### config.mk
export PLATFORM = sky130hd
export DESIGN_NAME = buscador_vizinhos_flat
export DESIGN_NICKNAME = d
export VERILOG_FILES = /design/src/rtl/buscador_vizinhos_if.sv /design/src/rtl/buscador_vizinhos.sv /design/src/flat_wrapper.sv
export SDC_FILE = /design/constraint.sdc
export NUM_CORES = 1
export LEC_CHECK = 0
export ABC_AREA = 1
export BUFFER_PORTS_ARGS = -buffer_cell sky130_fd_sc_hd__buf_2
export CORE_ASPECT_RATIO = 0.9
export CORE_UTILIZATION = 50
export CTS_BUF_LIST = sky130_fd_sc_hd__clkbuf_4
export DETAILED_ROUTE_END_ITERATION = 7
export PLACE_DENSITY = 0.88
export RECOVER_POWER = 50
export SKIP_CTS_REPAIR_TIMING = 1
export SLEW_MARGIN = 20
export SYNTH_ARGS = -nofsm -noshare
export SYNTH_HDL_FRONTEND = slang
export SYNTH_SLANG_ARGS = --single-unit
### constraint.sdc
create_clock -name clk -period 1.7 [get_ports clk]
set_clock_uncertainty 0.15 [all_clocks]
set_input_delay 0.34 -clock clk [delete_from_list [all_inputs] [get_ports clk]]
set_output_delay 0.34 -clock clk [all_outputs]
set_load 0.005 [all_outputs]
### src/rtl/buscador_vizinhos_if.sv
// Signal bundle between the neighbour-fetch stage, its two memories and the
// path-search core. The stage uses the slave view; the environment uses master.
interface buscador_vizinhos_if #(
    parameter int ADDR_WIDTH          = 8,
    parameter int RELACOES_DATA_WIDTH = 8,
    parameter int VIZ_BITS            = 2
);
    logic                           req_valid_in;
    logic [ADDR_WIDTH-1:0]          req_no_in;
    logic                           req_ready_out;
    logic                           relacoes_rd_enable_out;
    logic [ADDR_WIDTH-1:0]          relacoes_rd_addr_out;
    logic [RELACOES_DATA_WIDTH-1:0] relacoes_rd_data_in;
    logic                           obstaculos_rd_enable_out;
    logic [ADDR_WIDTH-1:0]          obstaculos_rd_addr_out;
    logic                           obstaculos_rd_data_in;
    logic                           viz_valid_out;
    logic [ADDR_WIDTH-1:0]          viz_out;
    logic                           viz_ready_in;
    logic                           fim_out;
    logic [VIZ_BITS:0]              qtd_vizinhos_out;

    modport slave (
        input  req_valid_in, req_no_in, relacoes_rd_data_in,
               obstaculos_rd_data_in, viz_ready_in,
        output req_ready_out, relacoes_rd_enable_out, relacoes_rd_addr_out,
               obstaculos_rd_enable_out, obstaculos_rd_addr_out,
               viz_valid_out, viz_out, fim_out, qtd_vizinhos_out
    );

    modport master (
        output req_valid_in, req_no_in, relacoes_rd_data_in,
               obstaculos_rd_data_in, viz_ready_in,
        input  req_ready_out, relacoes_rd_enable_out, relacoes_rd_addr_out,
               obstaculos_rd_enable_out, obstaculos_rd_addr_out,
               viz_valid_out, viz_out, fim_out, qtd_vizinhos_out
    );
endinterface

### src/rtl/buscador_vizinhos.sv
// Neighbour fetch: reads a node's relation slots, drops empty or obstructed
// neighbours and streams the rest to the path-search core.
//
// state      | meaning
// IDLE       | waiting for a node request
// LE_REL     | relations read strobe for slot k
// ESPERA_REL | relations word arrives; sentinel check
// LE_OBS     | obstacle read strobe for the neighbour
// ESPERA_OBS | obstacle bit arrives
// SAIDA      | neighbour offered to consumer
// PROXIMO    | advance slot or finish
// FIM        | completion pulse with neighbour count
module buscador_vizinhos #(
    parameter int ADDR_WIDTH          = 8,
    parameter int RELACOES_DATA_WIDTH = 8,
    parameter int VIZ_BITS            = 2
) (
    input  logic              clk,
    input  logic              rst,
    buscador_vizinhos_if.slave bus
);
    localparam logic [VIZ_BITS-1:0] K_MAX = '1;

    typedef enum logic [2:0] {
        IDLE, LE_REL, ESPERA_REL, LE_OBS, ESPERA_OBS, SAIDA, PROXIMO, FIM
    } estado_t;

    estado_t                        estado_q, estado_d;
    logic [ADDR_WIDTH-1:0]          no_q, no_d;
    logic [VIZ_BITS-1:0]            k_q, k_d;
    logic [VIZ_BITS:0]              cnt_q, cnt_d;
    logic [RELACOES_DATA_WIDTH-1:0] viz_q, viz_d;

    logic                           req_ready_q, req_ready_d;
    logic                           rel_en_q, rel_en_d;
    logic [ADDR_WIDTH-1:0]          rel_addr_q, rel_addr_d;
    logic                           obs_en_q, obs_en_d;
    logic [ADDR_WIDTH-1:0]          obs_addr_q, obs_addr_d;
    logic                           viz_valid_q, viz_valid_d;
    logic [ADDR_WIDTH-1:0]          viz_out_q, viz_out_d;
    logic                           fim_q, fim_d;
    logic [VIZ_BITS:0]              qtd_q, qtd_d;
    logic [ADDR_WIDTH+VIZ_BITS-1:0] rel_addr_full;

    always_comb begin
        estado_d = estado_q;
        no_d     = no_q;
        k_d      = k_q;
        cnt_d    = cnt_q;
        viz_d    = viz_q;

        case (estado_q)
            IDLE: begin
                if (bus.req_valid_in) begin
                    no_d     = bus.req_no_in;
                    k_d      = '0;
                    cnt_d    = '0;
                    estado_d = LE_REL;
                end
            end
            LE_REL:     estado_d = ESPERA_REL;
            ESPERA_REL: begin
                viz_d    = bus.relacoes_rd_data_in;
                estado_d = (&bus.relacoes_rd_data_in) ? PROXIMO : LE_OBS;
            end
            LE_OBS:     estado_d = ESPERA_OBS;
            ESPERA_OBS: estado_d = bus.obstaculos_rd_data_in ? PROXIMO : SAIDA;
            SAIDA: begin
                if (bus.viz_ready_in) begin
                    cnt_d    = cnt_q + (VIZ_BITS+1)'(1);
                    estado_d = PROXIMO;
                end
            end
            PROXIMO: begin
                if (k_q == K_MAX) begin
                    estado_d = FIM;
                end else begin
                    k_d      = k_q + VIZ_BITS'(1);
                    estado_d = LE_REL;
                end
            end
            FIM:     estado_d = IDLE;
            default: estado_d = IDLE;
        endcase

        // Outputs are decoded from the next state so they leave a flop.
        rel_addr_full = ({{VIZ_BITS{1'b0}}, no_d} << VIZ_BITS)
                      | {{ADDR_WIDTH{1'b0}}, k_d};
        req_ready_d   = (estado_d == IDLE);
        rel_en_d      = (estado_d == LE_REL);
        rel_addr_d    = rel_en_d ? rel_addr_full[ADDR_WIDTH-1:0] : '0;
        obs_en_d      = (estado_d == LE_OBS);
        obs_addr_d    = obs_en_d ? viz_d[ADDR_WIDTH-1:0] : '0;
        viz_valid_d   = (estado_d == SAIDA);
        viz_out_d     = viz_valid_d ? viz_d[ADDR_WIDTH-1:0] : '0;
        fim_d         = (estado_d == FIM);
        qtd_d         = fim_d ? cnt_d : '0;
    end

    always_ff @(posedge clk) begin
        if (rst) begin
            estado_q    <= IDLE;
            no_q        <= '0;
            k_q         <= '0;
            cnt_q       <= '0;
            viz_q       <= '0;
            req_ready_q <= 1'b1;
            rel_en_q    <= 1'b0;
            rel_addr_q  <= '0;
            obs_en_q    <= 1'b0;
            obs_addr_q  <= '0;
            viz_valid_q <= 1'b0;
            viz_out_q   <= '0;
            fim_q       <= 1'b0;
            qtd_q       <= '0;
        end else begin
            estado_q    <= estado_d;
            no_q        <= no_d;
            k_q         <= k_d;
            cnt_q       <= cnt_d;
            viz_q       <= viz_d;
            req_ready_q <= req_ready_d;
            rel_en_q    <= rel_en_d;
            rel_addr_q  <= rel_addr_d;
            obs_en_q    <= obs_en_d;
            obs_addr_q  <= obs_addr_d;
            viz_valid_q <= viz_valid_d;
            viz_out_q   <= viz_out_d;
            fim_q       <= fim_d;
            qtd_q       <= qtd_d;
        end
    end

    assign bus.req_ready_out            = req_ready_q;
    assign bus.relacoes_rd_enable_out   = rel_en_q;
    assign bus.relacoes_rd_addr_out     = rel_addr_q;
    assign bus.obstaculos_rd_enable_out = obs_en_q;
    assign bus.obstaculos_rd_addr_out   = obs_addr_q;
    assign bus.viz_valid_out            = viz_valid_q;
    assign bus.viz_out                  = viz_out_q;
    assign bus.fim_out                  = fim_q;
    assign bus.qtd_vizinhos_out         = qtd_q;
endmodule
### src/flat_wrapper.sv
// flat-port wrapper written by rule: the top's interface ports become plain ports
module buscador_vizinhos_flat 
#(
    parameter int ADDR_WIDTH          = 8,
    parameter int RELACOES_DATA_WIDTH = 8,
    parameter int VIZ_BITS            = 2
)
  (clk, rst, bus_req_valid_in, bus_req_no_in, bus_relacoes_rd_data_in, bus_obstaculos_rd_data_in, bus_viz_ready_in, bus_req_ready_out, bus_relacoes_rd_enable_out, bus_relacoes_rd_addr_out, bus_obstaculos_rd_enable_out, bus_obstaculos_rd_addr_out, bus_viz_valid_out, bus_viz_out, bus_fim_out, bus_qtd_vizinhos_out);
  buscador_vizinhos_if #(.ADDR_WIDTH(ADDR_WIDTH), .RELACOES_DATA_WIDTH(RELACOES_DATA_WIDTH), .VIZ_BITS(VIZ_BITS)) bus_i ();
  input  logic clk;
  input  logic rst;
  input wire logic [$bits(bus_i.req_valid_in)-1:0] bus_req_valid_in;
  input wire logic [$bits(bus_i.req_no_in)-1:0] bus_req_no_in;
  input wire logic [$bits(bus_i.relacoes_rd_data_in)-1:0] bus_relacoes_rd_data_in;
  input wire logic [$bits(bus_i.obstaculos_rd_data_in)-1:0] bus_obstaculos_rd_data_in;
  input wire logic [$bits(bus_i.viz_ready_in)-1:0] bus_viz_ready_in;
  output wire logic [$bits(bus_i.req_ready_out)-1:0] bus_req_ready_out;
  output wire logic [$bits(bus_i.relacoes_rd_enable_out)-1:0] bus_relacoes_rd_enable_out;
  output wire logic [$bits(bus_i.relacoes_rd_addr_out)-1:0] bus_relacoes_rd_addr_out;
  output wire logic [$bits(bus_i.obstaculos_rd_enable_out)-1:0] bus_obstaculos_rd_enable_out;
  output wire logic [$bits(bus_i.obstaculos_rd_addr_out)-1:0] bus_obstaculos_rd_addr_out;
  output wire logic [$bits(bus_i.viz_valid_out)-1:0] bus_viz_valid_out;
  output wire logic [$bits(bus_i.viz_out)-1:0] bus_viz_out;
  output wire logic [$bits(bus_i.fim_out)-1:0] bus_fim_out;
  output wire logic [$bits(bus_i.qtd_vizinhos_out)-1:0] bus_qtd_vizinhos_out;
  assign bus_i.req_valid_in = bus_req_valid_in;
  assign bus_i.req_no_in = bus_req_no_in;
  assign bus_i.relacoes_rd_data_in = bus_relacoes_rd_data_in;
  assign bus_i.obstaculos_rd_data_in = bus_obstaculos_rd_data_in;
  assign bus_i.viz_ready_in = bus_viz_ready_in;
  assign bus_req_ready_out = bus_i.req_ready_out;
  assign bus_relacoes_rd_enable_out = bus_i.relacoes_rd_enable_out;
  assign bus_relacoes_rd_addr_out = bus_i.relacoes_rd_addr_out;
  assign bus_obstaculos_rd_enable_out = bus_i.obstaculos_rd_enable_out;
  assign bus_obstaculos_rd_addr_out = bus_i.obstaculos_rd_addr_out;
  assign bus_viz_valid_out = bus_i.viz_valid_out;
  assign bus_viz_out = bus_i.viz_out;
  assign bus_fim_out = bus_i.fim_out;
  assign bus_qtd_vizinhos_out = bus_i.qtd_vizinhos_out;
  buscador_vizinhos #(.ADDR_WIDTH(ADDR_WIDTH), .RELACOES_DATA_WIDTH(RELACOES_DATA_WIDTH), .VIZ_BITS(VIZ_BITS)) u_core (.clk(clk), .rst(rst), .bus(bus_i));
endmodule
==> flow_summary_export.csv <==
group,metric,value,unit
run_status,status,"complete, no violations",
detailed_routing,wirelength,3.30,mm
setup_path,reg2reg_depth,7,
finish,diodes,0,
global_route,grt_use_total,19.6,%
timing,finalCritPeriodShare,89.3,%
clocking,clk-insertion-delay-late,0.37,ns
place,gp_congestion,0.761,
place,io_buffer_count,50,
detailed_routing,routedWlPerCell,11.0,µm
global_route,grt_pass1_wl,5.62,mm
setup_path,slowest_delay,0.41,ns
clocking,cts_tree,"done",
global_route,grt_max_degree,22,
setup_path,reg2reg_setup_slack,0.18,ns
detailed_routing,ant_nets,0,
timing,tightest_slew,0.356,ns
setup_path,crit_required,1.82,ns
setup_path,end_kind,"register",
synthesis,synth.avg_cell_area,9.19,µm²
clocking,cts_buffers,5,
timing,final_hold_viol_count,0,
detailed_routing,vias_per_cell,4.73,
die,top_level_ports,53,
timing,clock.fmax,659,MHz
timing,max_slew_margin,76.2,%
finish,fin_nets,276,
setup_path,cpLargestDelayFamily,"simple AND/OR/NAND/NOR gates",
detailed_routing,vias,1414,
finish,syn_to_final_growth,19.1,%
place,hpwlAfterDp,2.41,mm
timing,grt_setup_unrepaired,"no",
place,dpl_cell_area,0.00212,mm²
min_path,hold_depth,3,
setup_path,rr_startpoint,"u_core.estado_q[2]",
synthesis,ys_ff_latch,54,
synthesis,synthCells,198,
detailed_routing,dr.pass1.iters,4,
global_route,antenna_found_initial,0,
setup_path,path_class,"register to register",
finish,layout.cells.most_common_list,"nor2_1, dfxtp_1, buf_2",
min_path,whs_endpoint,"u_core.no_q[5]",
clocking,htreeDepth,2,
setup_path,startpoint_type,"register",
synthesis,yosys.cell_types.count,23,
finish,final_common_cell,"nor2_1",
synthesis,yosysTopAreaCellShare,59.4,%
global_route,grt_overflow,0,
setup_path,path_cells,"buf_4 -> nor2_8 -> nand3_2 -> nand2_1 -> nor2_2 -> nand2_4 -> nor2_1",
setup_path,worst-path-stages,7,
global_route,grt_use_met1,23.5,%
clocking,numClockSinks,54,
die,core-area,0.00343,mm²
synthesis,ys_seq_area_share,59.4,%
setup_path,critPathArrivalTime,1.64,ns
synthesis,ys_warn_count,0,
synthesis,syn_area,0.00182,mm²
die,core.rowCount,20,
global_route,use_met3,6.35,%
min_path,worstHoldStart,"bus_req_no_in[5]",
die,initial_core_util,53.1,%
setup_path,path_max_fanout,10,
die,die_h,59.2,µm
clocking,path_clk_slew,0.15,ns
timing,tns,0,ns
timing,maxSlewViolCount,0,
min_path,hold_class,"input pin to register",
run,cap_violations,0,
finish,fill_cells,305,
setup_path,reg2reg_to,"u_core.bus.relacoes_rd_addr_out[0]",
detailed_routing,drc_errors,0,
clocking,cts-root-buf,"clkbuf_4",
timing,setup_violations,0,
setup_path,critPathSlowestCell,"dfxtp_1",
clocking,clk_path_buf_depth,2,
setup_path,crit_buf_inv,1,
global_route,busiest_layer,"met2",
synthesis,syn_nets,220,
detailed_routing,drtIter0Drc,33,
finish,utilization,63.2,%
die,die_x,65.6,µm
global_route,grt_util_met2,32.0,%
finish,design_area,0.00217,mm²
synthesis,yosysTopAreaCell,"dfxtp_1",
die,die_area,0.00389,mm²
timing,period_minus_slack,1.52,ns
synthesis,synth_area_leaders,"dfxtp_1, nor2_1, mux2i_1, nand2_1, inv_1",
power_and_ir_drop,powerDensity,1390,mW/mm²
power_and_ir_drop,peakVddDrop,826,µV
finish,drive_gt1_share,24.3,%
global_route,grt_pass1_vias,1329,
power_and_ir_drop,power.leakage,1.03,nW
[worst max path at each step]
stage | startpoint | slack (ns) | end
after floorplan | u_core.estado_q[1] | 0.33 | u_core.bus.relacoes_rd_addr_out[2]
after global placement | u_core.estado_q[1] | 0.21 | u_core.bus.relacoes_rd_addr_out[4]
after detailed placement | u_core.estado_q[1] | 0.17 | u_core.bus.relacoes_rd_addr_out[3]
after CTS | u_core.estado_q[1] | 0.15 | u_core.bus.relacoes_rd_addr_out[3]
after global routing | u_core.estado_q[1] | 0.007 | u_core.bus.relacoes_rd_addr_out[5]
final | u_core.estado_q[2] | 0.18 | u_core.bus.relacoes_rd_addr_out[0]
[worst min-delay path, delay by kind of cell]
kind                   cells  cell delay [ns]
multiplexers               1             0.07
AND/OR/NAND/NOR            1             0.08
buffers and inverters      1             0.07
[cells in the mapped netlist (all sizes together)]
library cell,count
ha,1
nor2,61
o21bai,1
a21oi,2
a22oi,1
nand2,27
dfxtp,54
buf,1
nand4,1
nand3,9
mux2i,14
inv,18
o211ai,1
o21ai,5
clkbuf,2
[metrics by stage]
| step | hold slack [ns] | setup slack (ns) | power, W | std cells |
|---|---|---|---|---|
| global route | 0.0596 | 0.00660 | 0.00321 | 299 |
| finish | 0.0711 | 0.181 | 0.00300 | 299 |
| CTS | 0.0624 | 0.153 | 0.00302 | 299 |
| global placement | 0.320 | 0.213 | 0.00244 | 291 |
| floorplan | 0.273 | 0.327 | 0.00224 | 198 |
| detailed placement | 0.333 | 0.167 | 0.00248 | 291 |
[kinds of logic after synthesis]
family,count (synthesis),share of synthesized area [%]
AOI/OAI and AO/OA,10,3.44
adders and majority gates,1,0.687
buffers and inverters,21,4.74
DFF,54,59.4
muxes,14,7.70
and+or+nand+nor,98,24.1
[sequential cells by signal, summed over array words and instances (netlist names), 2 cells and up]
| signal | count |
|---|---|
| u_core.bus.obstaculos_rd_addr_out | 8 |
| u_core.bus.relacoes_rd_addr_out | 8 |
| u_core.bus.viz_out | 8 |
| u_core.viz_q | 8 |
| u_core.no_q | 6 |
| u_core.bus.qtd_vizinhos_out | 3 |
| u_core.cnt_q | 3 |
| u_core.estado_q | 3 |
| u_core.k_q | 2 |
[area by class of cell]
cell class	count	area, µm²	share of cell area, %
Clock buffer	6	45.0	2.08
Clock inverter	2	13.8	0.635
Inverter	18	67.6	3.12
Multi-Input combinational cell	123	653	30.1
Sequential cell	54	1080	49.9
Tap cell	44	55.1	2.54
Timing Repair Buffer	52	253	11.7
[report_power, final]
group | switching (W) | internal (W) | leakage (nW)
combinational | 0.000594 | 0.000338 | 0.560
clock | 0.000383 | 0.000179 | 0.0356
sequential | 0.0000751 | 0.00144 | 0.438
[metal layers]
layer  vias up  routed length [µm]  share of wire [%]
li1        732                   -                  -
met1       641                1530                 46
met2        35                1580                 48
met3         6                 142                4.3
met4         0                  51                1.5
met5         -                   0                  0
Note: power is estimated with default switching activity, not from simulation.
